==> src/rtl/pmf_alu_pkg.sv <==
// rtl/pmf_alu_pkg.sv - op codes and sizing helper shared by the pmf ALU pipe
package pmf_alu_pkg;

  typedef enum logic [1:0] {
    ALU_ADD = 2'd0,
    ALU_SUB = 2'd1,
    ALU_AND = 2'd2,
    ALU_OR  = 2'd3
  } alu_op_e;

  // Bits needed to hold any count in 0..max_val.
  function automatic int unsigned cnt_width(input int unsigned max_val);
    return $clog2(max_val + 1);
  endfunction

endpackage

==> src/rtl/pmf_alu_pipe_fifo.sv <==
// rtl/pmf_alu_pipe_fifo.sv - tagged result queue (pmf_result_fifo) feeding the CDB
module pmf_result_fifo #(
  parameter int W     = 37,
  parameter int DEPTH = 2
) (
  input  logic                     clk,
  input  logic                     rst,
  input  logic                     flush,
  input  logic                     push,
  input  logic [W-1:0]             push_data,
  input  logic                     pop,
  output logic [W-1:0]             head_data,
  output logic [$clog2(DEPTH):0]   count,
  output logic                     empty
);

  localparam int AW = $clog2(DEPTH);
  localparam int QW = AW + 1;

  logic [W-1:0]  mem_q [DEPTH];
  logic [AW-1:0] rd_ptr_q;
  logic [AW-1:0] wr_ptr_q;
  logic [QW-1:0] count_q;
  logic          do_push;
  logic          do_pop;

  // Upstream credit accounting guarantees a push never lands on a full queue.
  assign do_push = push && !flush;
  assign do_pop  = pop && (count_q != '0) && !flush;

  always_ff @(posedge clk or posedge rst) begin
    if (rst) begin
      rd_ptr_q <= '0;
      wr_ptr_q <= '0;
      count_q  <= '0;
    end else if (flush) begin
      rd_ptr_q <= '0;
      wr_ptr_q <= '0;
      count_q  <= '0;
    end else begin
      if (do_push) wr_ptr_q <= wr_ptr_q + 1'b1;
      if (do_pop)  rd_ptr_q <= rd_ptr_q + 1'b1;
      count_q <= count_q + QW'(do_push) - QW'(do_pop);
    end
  end

  always_ff @(posedge clk) begin
    if (do_push) mem_q[wr_ptr_q] <= push_data;
  end

  assign head_data = mem_q[rd_ptr_q];
  assign count     = count_q;
  assign empty     = (count_q == '0);

endmodule

==> src/rtl/pmf_alu_pipe.sv <==
// rtl/pmf_alu_pipe.sv - pipelined add/sub/and/or unit with credit-based CDB result queue
module pmf_alu_pipe
  import pmf_alu_pkg::*;
#(
  parameter int WIDTH     = 32,
  parameter int LABEL_W   = 4,
  parameter int STAGES    = 1,
  parameter int OUT_DEPTH = 2
) (
  input  logic               clk,
  input  logic               RST,
  input  logic               in_valid,
  output logic               in_ready,
  input  logic [1:0]         in_op,
  input  logic [WIDTH-1:0]   in_a,
  input  logic [WIDTH-1:0]   in_b,
  input  logic [LABEL_W-1:0] in_label,
  input  logic               flush,
  output logic               cdb_req,
  input  logic               cdb_ack,
  output logic [WIDTH-1:0]   cdb_data,
  output logic [LABEL_W-1:0] cdb_label,
  output logic               cdb_ovf,
  output logic               busy
);

  localparam int EW = WIDTH + LABEL_W + 1;
  localparam int CW = cnt_width(OUT_DEPTH + STAGES);
  localparam int QW = $clog2(OUT_DEPTH) + 1;

  if (STAGES < 1 || STAGES > 4) begin : g_bad_stages
    $error("pmf_alu_pipe: STAGES must be in 1..4");
  end

  alu_op_e          op;
  logic             accept;
  logic [WIDTH-1:0] b_eff;
  logic [WIDTH-1:0] sum;
  logic [WIDTH-1:0] res;
  logic             ovf;
  logic [EW-1:0]    comp_entry;
  logic [EW-1:0]    push_entry;
  logic [EW-1:0]    head;
  logic             push;
  logic             pop;
  logic [CW-1:0]    pipe_cnt;
  logic [QW-1:0]    q_count;
  logic             q_empty;

  assign op     = alu_op_e'(in_op);
  assign accept = in_valid && in_ready && !flush;

  // SUB shares the adder: a + ~b + 1, with overflow judged against ~b.
  always_comb begin
    b_eff = (op == ALU_SUB) ? ~in_b : in_b;
    sum   = in_a + b_eff + WIDTH'(op == ALU_SUB);
    res   = sum;
    ovf   = 1'b0;
    unique case (op)
      ALU_ADD, ALU_SUB: ovf = (in_a[WIDTH-1] == b_eff[WIDTH-1]) && (sum[WIDTH-1] != in_a[WIDTH-1]);
      ALU_AND:          res = in_a & in_b;
      ALU_OR:           res = in_a | in_b;
    endcase
  end

  assign comp_entry = {ovf, in_label, res};

  if (STAGES == 1) begin : g_direct
    assign push       = accept;
    assign push_entry = comp_entry;
    assign pipe_cnt   = '0;
  end else begin : g_pipe
    localparam int PD = STAGES - 1;

    logic [PD-1:0] vld_q;
    logic [EW-1:0] ent_q [PD];

    always_ff @(posedge clk or posedge RST) begin
      if (RST) begin
        vld_q <= '0;
      end else if (flush) begin
        vld_q <= '0;
      end else begin
        vld_q[0] <= accept;
        for (int i = 1; i < PD; i++) vld_q[i] <= vld_q[i-1];
      end
    end

    always_ff @(posedge clk) begin
      ent_q[0] <= comp_entry;
      for (int i = 1; i < PD; i++) ent_q[i] <= ent_q[i-1];
    end

    always_comb begin
      pipe_cnt = '0;
      for (int i = 0; i < PD; i++) pipe_cnt = pipe_cnt + CW'(vld_q[i]);
    end

    assign push       = vld_q[PD-1];
    assign push_entry = ent_q[PD-1];
  end

  pmf_result_fifo #(
    .W     (EW),
    .DEPTH (OUT_DEPTH)
  ) u_fifo (
    .clk       (clk),
    .rst       (RST),
    .flush     (flush),
    .push      (push),
    .push_data (push_entry),
    .pop       (pop),
    .head_data (head),
    .count     (q_count),
    .empty     (q_empty)
  );

  // Credits cover both in-flight and queued ops, so the pipeline never has to stall.
  assign in_ready = (pipe_cnt + CW'(q_count)) < CW'(OUT_DEPTH);
  assign cdb_req  = !q_empty;
  assign pop      = cdb_req && cdb_ack;
  assign {cdb_ovf, cdb_label, cdb_data} = cdb_req ? head : '0;
  assign busy     = (pipe_cnt != '0) || (q_count != '0);

endmodule

==> config.mk <==
export PLATFORM = sky130hd
export DESIGN_NAME = pmf_alu_pipe
export DESIGN_NICKNAME = d
export VERILOG_FILES = /design/src/rtl/pmf_alu_pkg.sv /design/src/rtl/pmf_alu_pipe_fifo.sv /design/src/rtl/pmf_alu_pipe.sv
export SDC_FILE = /design/constraint.sdc
export NUM_CORES = 1
export LEC_CHECK = 0
export CAP_MARGIN = 10
export CORE_ASPECT_RATIO = 1.2
export CORE_MARGIN = 1.5
export CORE_UTILIZATION = 30
export CTS_BUF_LIST = sky130_fd_sc_hd__clkbuf_4
export DETAILED_ROUTE_END_ITERATION = 12
export SLEW_MARGIN = 5
export SYNTH_ARGS = -nofsm -noshare
export SYNTH_HDL_FRONTEND = slang
export SYNTH_SLANG_ARGS = --single-unit
==> constraint.sdc <==
create_clock -name clk -period 4.03 [get_ports clk]
set_input_delay 0.6045 -clock clk [delete_from_list [all_inputs] [get_ports clk]]
set_output_delay 0.6045 -clock clk [all_outputs]
set_load 0.05 [all_outputs]
==> results.cfg <==
[run_status]
status = complete, no violations

[power_and_ir_drop]
switching_power_uw = 1280
power_uw = 3080
clockPowerShare_pct = 14.4
p_leak_uw = 0.00273
p_seq_share_pct = 33.8
p_per_area_nw_per_um2 = 418
swShare_pct = 41.5
p_int_uw = 1800
ir_worst_vdd_mv = 0.148
share_comb_of_total_power_pct = 51.8

[die]
start_util_pct = 30.5
ios = 115
die_w_um = 129
core_area_sq_um = 18800
die_h_um = 154
dieArea_sq_um = 19900
num_rows = 55

[final_layout]
fin_util_pct = 39.2
stdcell_count = 956
syn_to_final_growth_pct = 28.8
final_nets = 805
final_layout_size_suffix_gt1_share_pct = 7.44

[setup_path]
cp_max_fo = 7
worstPathArrival_ns = 3.83
crit_type = input port to register
r2r_slack_ns = 1.72
start_kind = input port
critPathLaunch = in_b[1]
timing.rr.start = u_fifo.count[0]$_DFF_PP0_
worstPathRequired_ns = 4.18
r2r-end = u_fifo.count[1]$_DFF_PP0_
end_kind = register
rr_worst_depth = 11

[routing]
drt_iter0_markers = 204
drcViolationCount = 0
num_vias = 4557
drt-pass1-iter-count = 4
route.final.wire_length_um = 14600
wl_per_cell_um = 15.3
via_per_inst = 4.77
ant_nets = 0

[timing]
max_freq_mhz = 272
hold_viol = 0
worstMarginPinSlew_ns = 0.974
rsz0062_at_grt = no
slew_violations = 0
min_period_ns = 3.68
fin_ws_ns = 0.352
setup_viol = 0
finalClockSkew_ns = 0.0126
period_share_pct = 91.3
slew_headroom_pct = 35.0

[clocking]
post_cts_buffers = 0
numClockSinks = 78
clock_latency_ns = 0.42
cts_buffers = 9
clockRootBuffer = clkbuf_4
htreeDepth = 3
hold_buffers = 0
cts_resized = 0
clkSlewWorstSetupHoldPaths_ns = 0.11
cts_tree = done
clockBufferDepth = 2

[synth]
synth_edf_count = 74
netlist_area_sq_um = 5720
synth_nets = 688
yosysWarnings = 0
synth_top_area_share_pct = 38.8
async_flop_share_pct = 5.13
ys.flop_type = edfxtp_1
syn_area_per_cell_sq_um = 9.90
yosysUniqueCellTypes = 54
yosysTopAreaCell = edfxtp_1
netlist_instances = 578
synth_area_leaders = edfxtp_1 39%, ha_1 7.4%, xnor2_1 6.7%
synth-seq-area-share_pct = 40.6
ys_ff_latch = 78

[global_route]
antenna_found_initial = 1
grt-ovfl-total = 0
grt_pass1_wl_um = 23500
grt_max_degree = 72
grtUsageTotal_pct = 15.1
grt_pass1_vias = 4583

[placed_design]
place_congestion = 0.805
portBuffers = 114
place_inst = 940
place_ws_ns = -0.0412
dp_hpwl_um = 11400

[flow_run]
cap_violations = 0

[worst_hold_path]
hold_path.class = input port to async pin
==> cells in the mapped netlist (all sizes together), types with 10 or more instances <==
library cell / number
clkbuf: 21
edfxtp: 74
ha: 34
buf: 11
xnor2: 44
xor2: 17
a21oi: 38
nor2: 61
nand2: 49
inv: 19
a21o: 16
o21ai: 41
maj3: 25
nand3: 10
mux2i: 38
==> stage by stage <==
stage	setup TNS [ns]	hold slack, ns	area [sq um]
finish	0	0.356	7370
global route	0	0.316	7370
CTS	0	0.324	7370
detailed placement	-0.0823	0.627	7240
global placement	0	0.599	7240
floorplan	0	0.371	5720
==> worst max-delay path, stage by stage <==
cell and delay, ns:
clkdlybuf4s50_1 0.49, xnor2_1 0.24, ha_1 0.28, a31oi_1 0.25, o221ai_4 0.15, a2111o_1 0.44, and4bb_1 0.25, nor2_2 0.18
o311ai_4 0.18, mux2i_1 0.17, a2111oi_1 0.42, o21ai_1 0.18
==> placed cells by master (no fill, tap or decap), types with 3 or more instances in the layout <==
cell type | synthesis | final
a21o_1 | 16 | 16
a21oi_1 | 38 | 38
a221oi_1 | 3 | 3
a31oi_1 | 4 | 4
and3_1 | 4 | 4
buf_4 | 1 | 23
clkbuf_4 | 0 | 9
clkdlybuf4s50_1 | 0 | 112
dfrtp_1 | 4 | 3
edfxtp_1 | 74 | 74
ha_1 | 34 | 34
inv_1 | 19 | 19
maj3_1 | 25 | 25
mux2i_1 | 38 | 38
nand2_1 | 49 | 49
nand2b_1 | 5 | 5
nand3_1 | 10 | 10
nand3b_1 | 3 | 3
nand4_1 | 4 | 4
nor2_1 | 60 | 59
nor2b_1 | 9 | 8
nor4_1 | 4 | 4
o21a_1 | 7 | 7
o21ai_0 | 40 | 40
o21bai_1 | 3 | 3
xnor2_1 | 44 | 44
xor2_1 | 17 | 17
==> metal layers <==
| layer | global-route usage (%) | part of all wire [%] | routed length, um |
|---|---|---|---|
| met5 | 0 | 0 | 0 |
| met4 | 4.01 | 1.3 | 185 |
| met3 | 2.21 | 3.2 | 468 |
| met2 | 27.3 | 51 | 7510 |
| met1 | 18.5 | 44 | 6480 |
==> power by group through the flow <==
stage / Combinational [uW] / Sequential [uW] / Clock, uW
6_report: 1590 / 1040 / 443
5_1_grt: 1720 / 1050 / 495
4_1_cts: 1610 / 1040 / 461
3_5_place_dp: 1610 / 1060 / 0
2_1_floorplan: 1090 / 1030 / 0
3_3_place_gp: 1590 / 1060 / 0
==> kinds of logic (layout without fill, tap and decap cells) <==
group	Yosys count	count (layout)	synth area share (%)
XOR/XNOR	61	61	9.33
adder cells (fa/ha/maj)	60	60	12.2
multiplexers	40	40	7.04
other	0	1	0
AND/OR/NAND/NOR	157	157	12.4
flip-flops	78	78	40.6
AO/OA/AOI/OAI	131	131	14.8
buffers and inverters	51	172	3.72
==> flip-flops by register name, indices dropped and copies added, names as in the netlist <==
name             flops
u_fifo.count         2
u_fifo.wr_ptr_q      1
u_fifo.rd_ptr_q      1
u_fifo.mem_q        74
==> worst max path at each step <==
stage | end | slack [ns] | cells past startpoint
2_1_floorplan | u_fifo.mem_q[0][31]$_DFFE_PP_ | 0.07 | 16
3_3_place_gp | u_fifo.mem_q[1][27]$_DFFE_PP_ | 0.07 | 12
3_5_place_dp | u_fifo.mem_q[0][31]$_DFFE_PP_ | -0.04 | 12
4_1_cts | u_fifo.mem_q[0][31]$_DFFE_PP_ | 0.43 | 12
5_1_grt | u_fifo.mem_q[0][31]$_DFFE_PP_ | 0.23 | 14
6_report | u_fifo.mem_q[0][31]$_DFFE_PP_ | 0.35 | 12
==> layout make-up <==
class                           instances  area [sq um]
Timing Repair Buffer                  138          1320
Sequential cell                        78          2320
Tap cell                              256           320
Antenna cell                            1          2.50
Multi-Input combinational cell        449          3200
Clock inverter                          6          61.3
Clock buffer                            9          67.6
Fill cell                            1842         11400
Inverter                               19          71.3
Power figures use the tool's default switching activity.
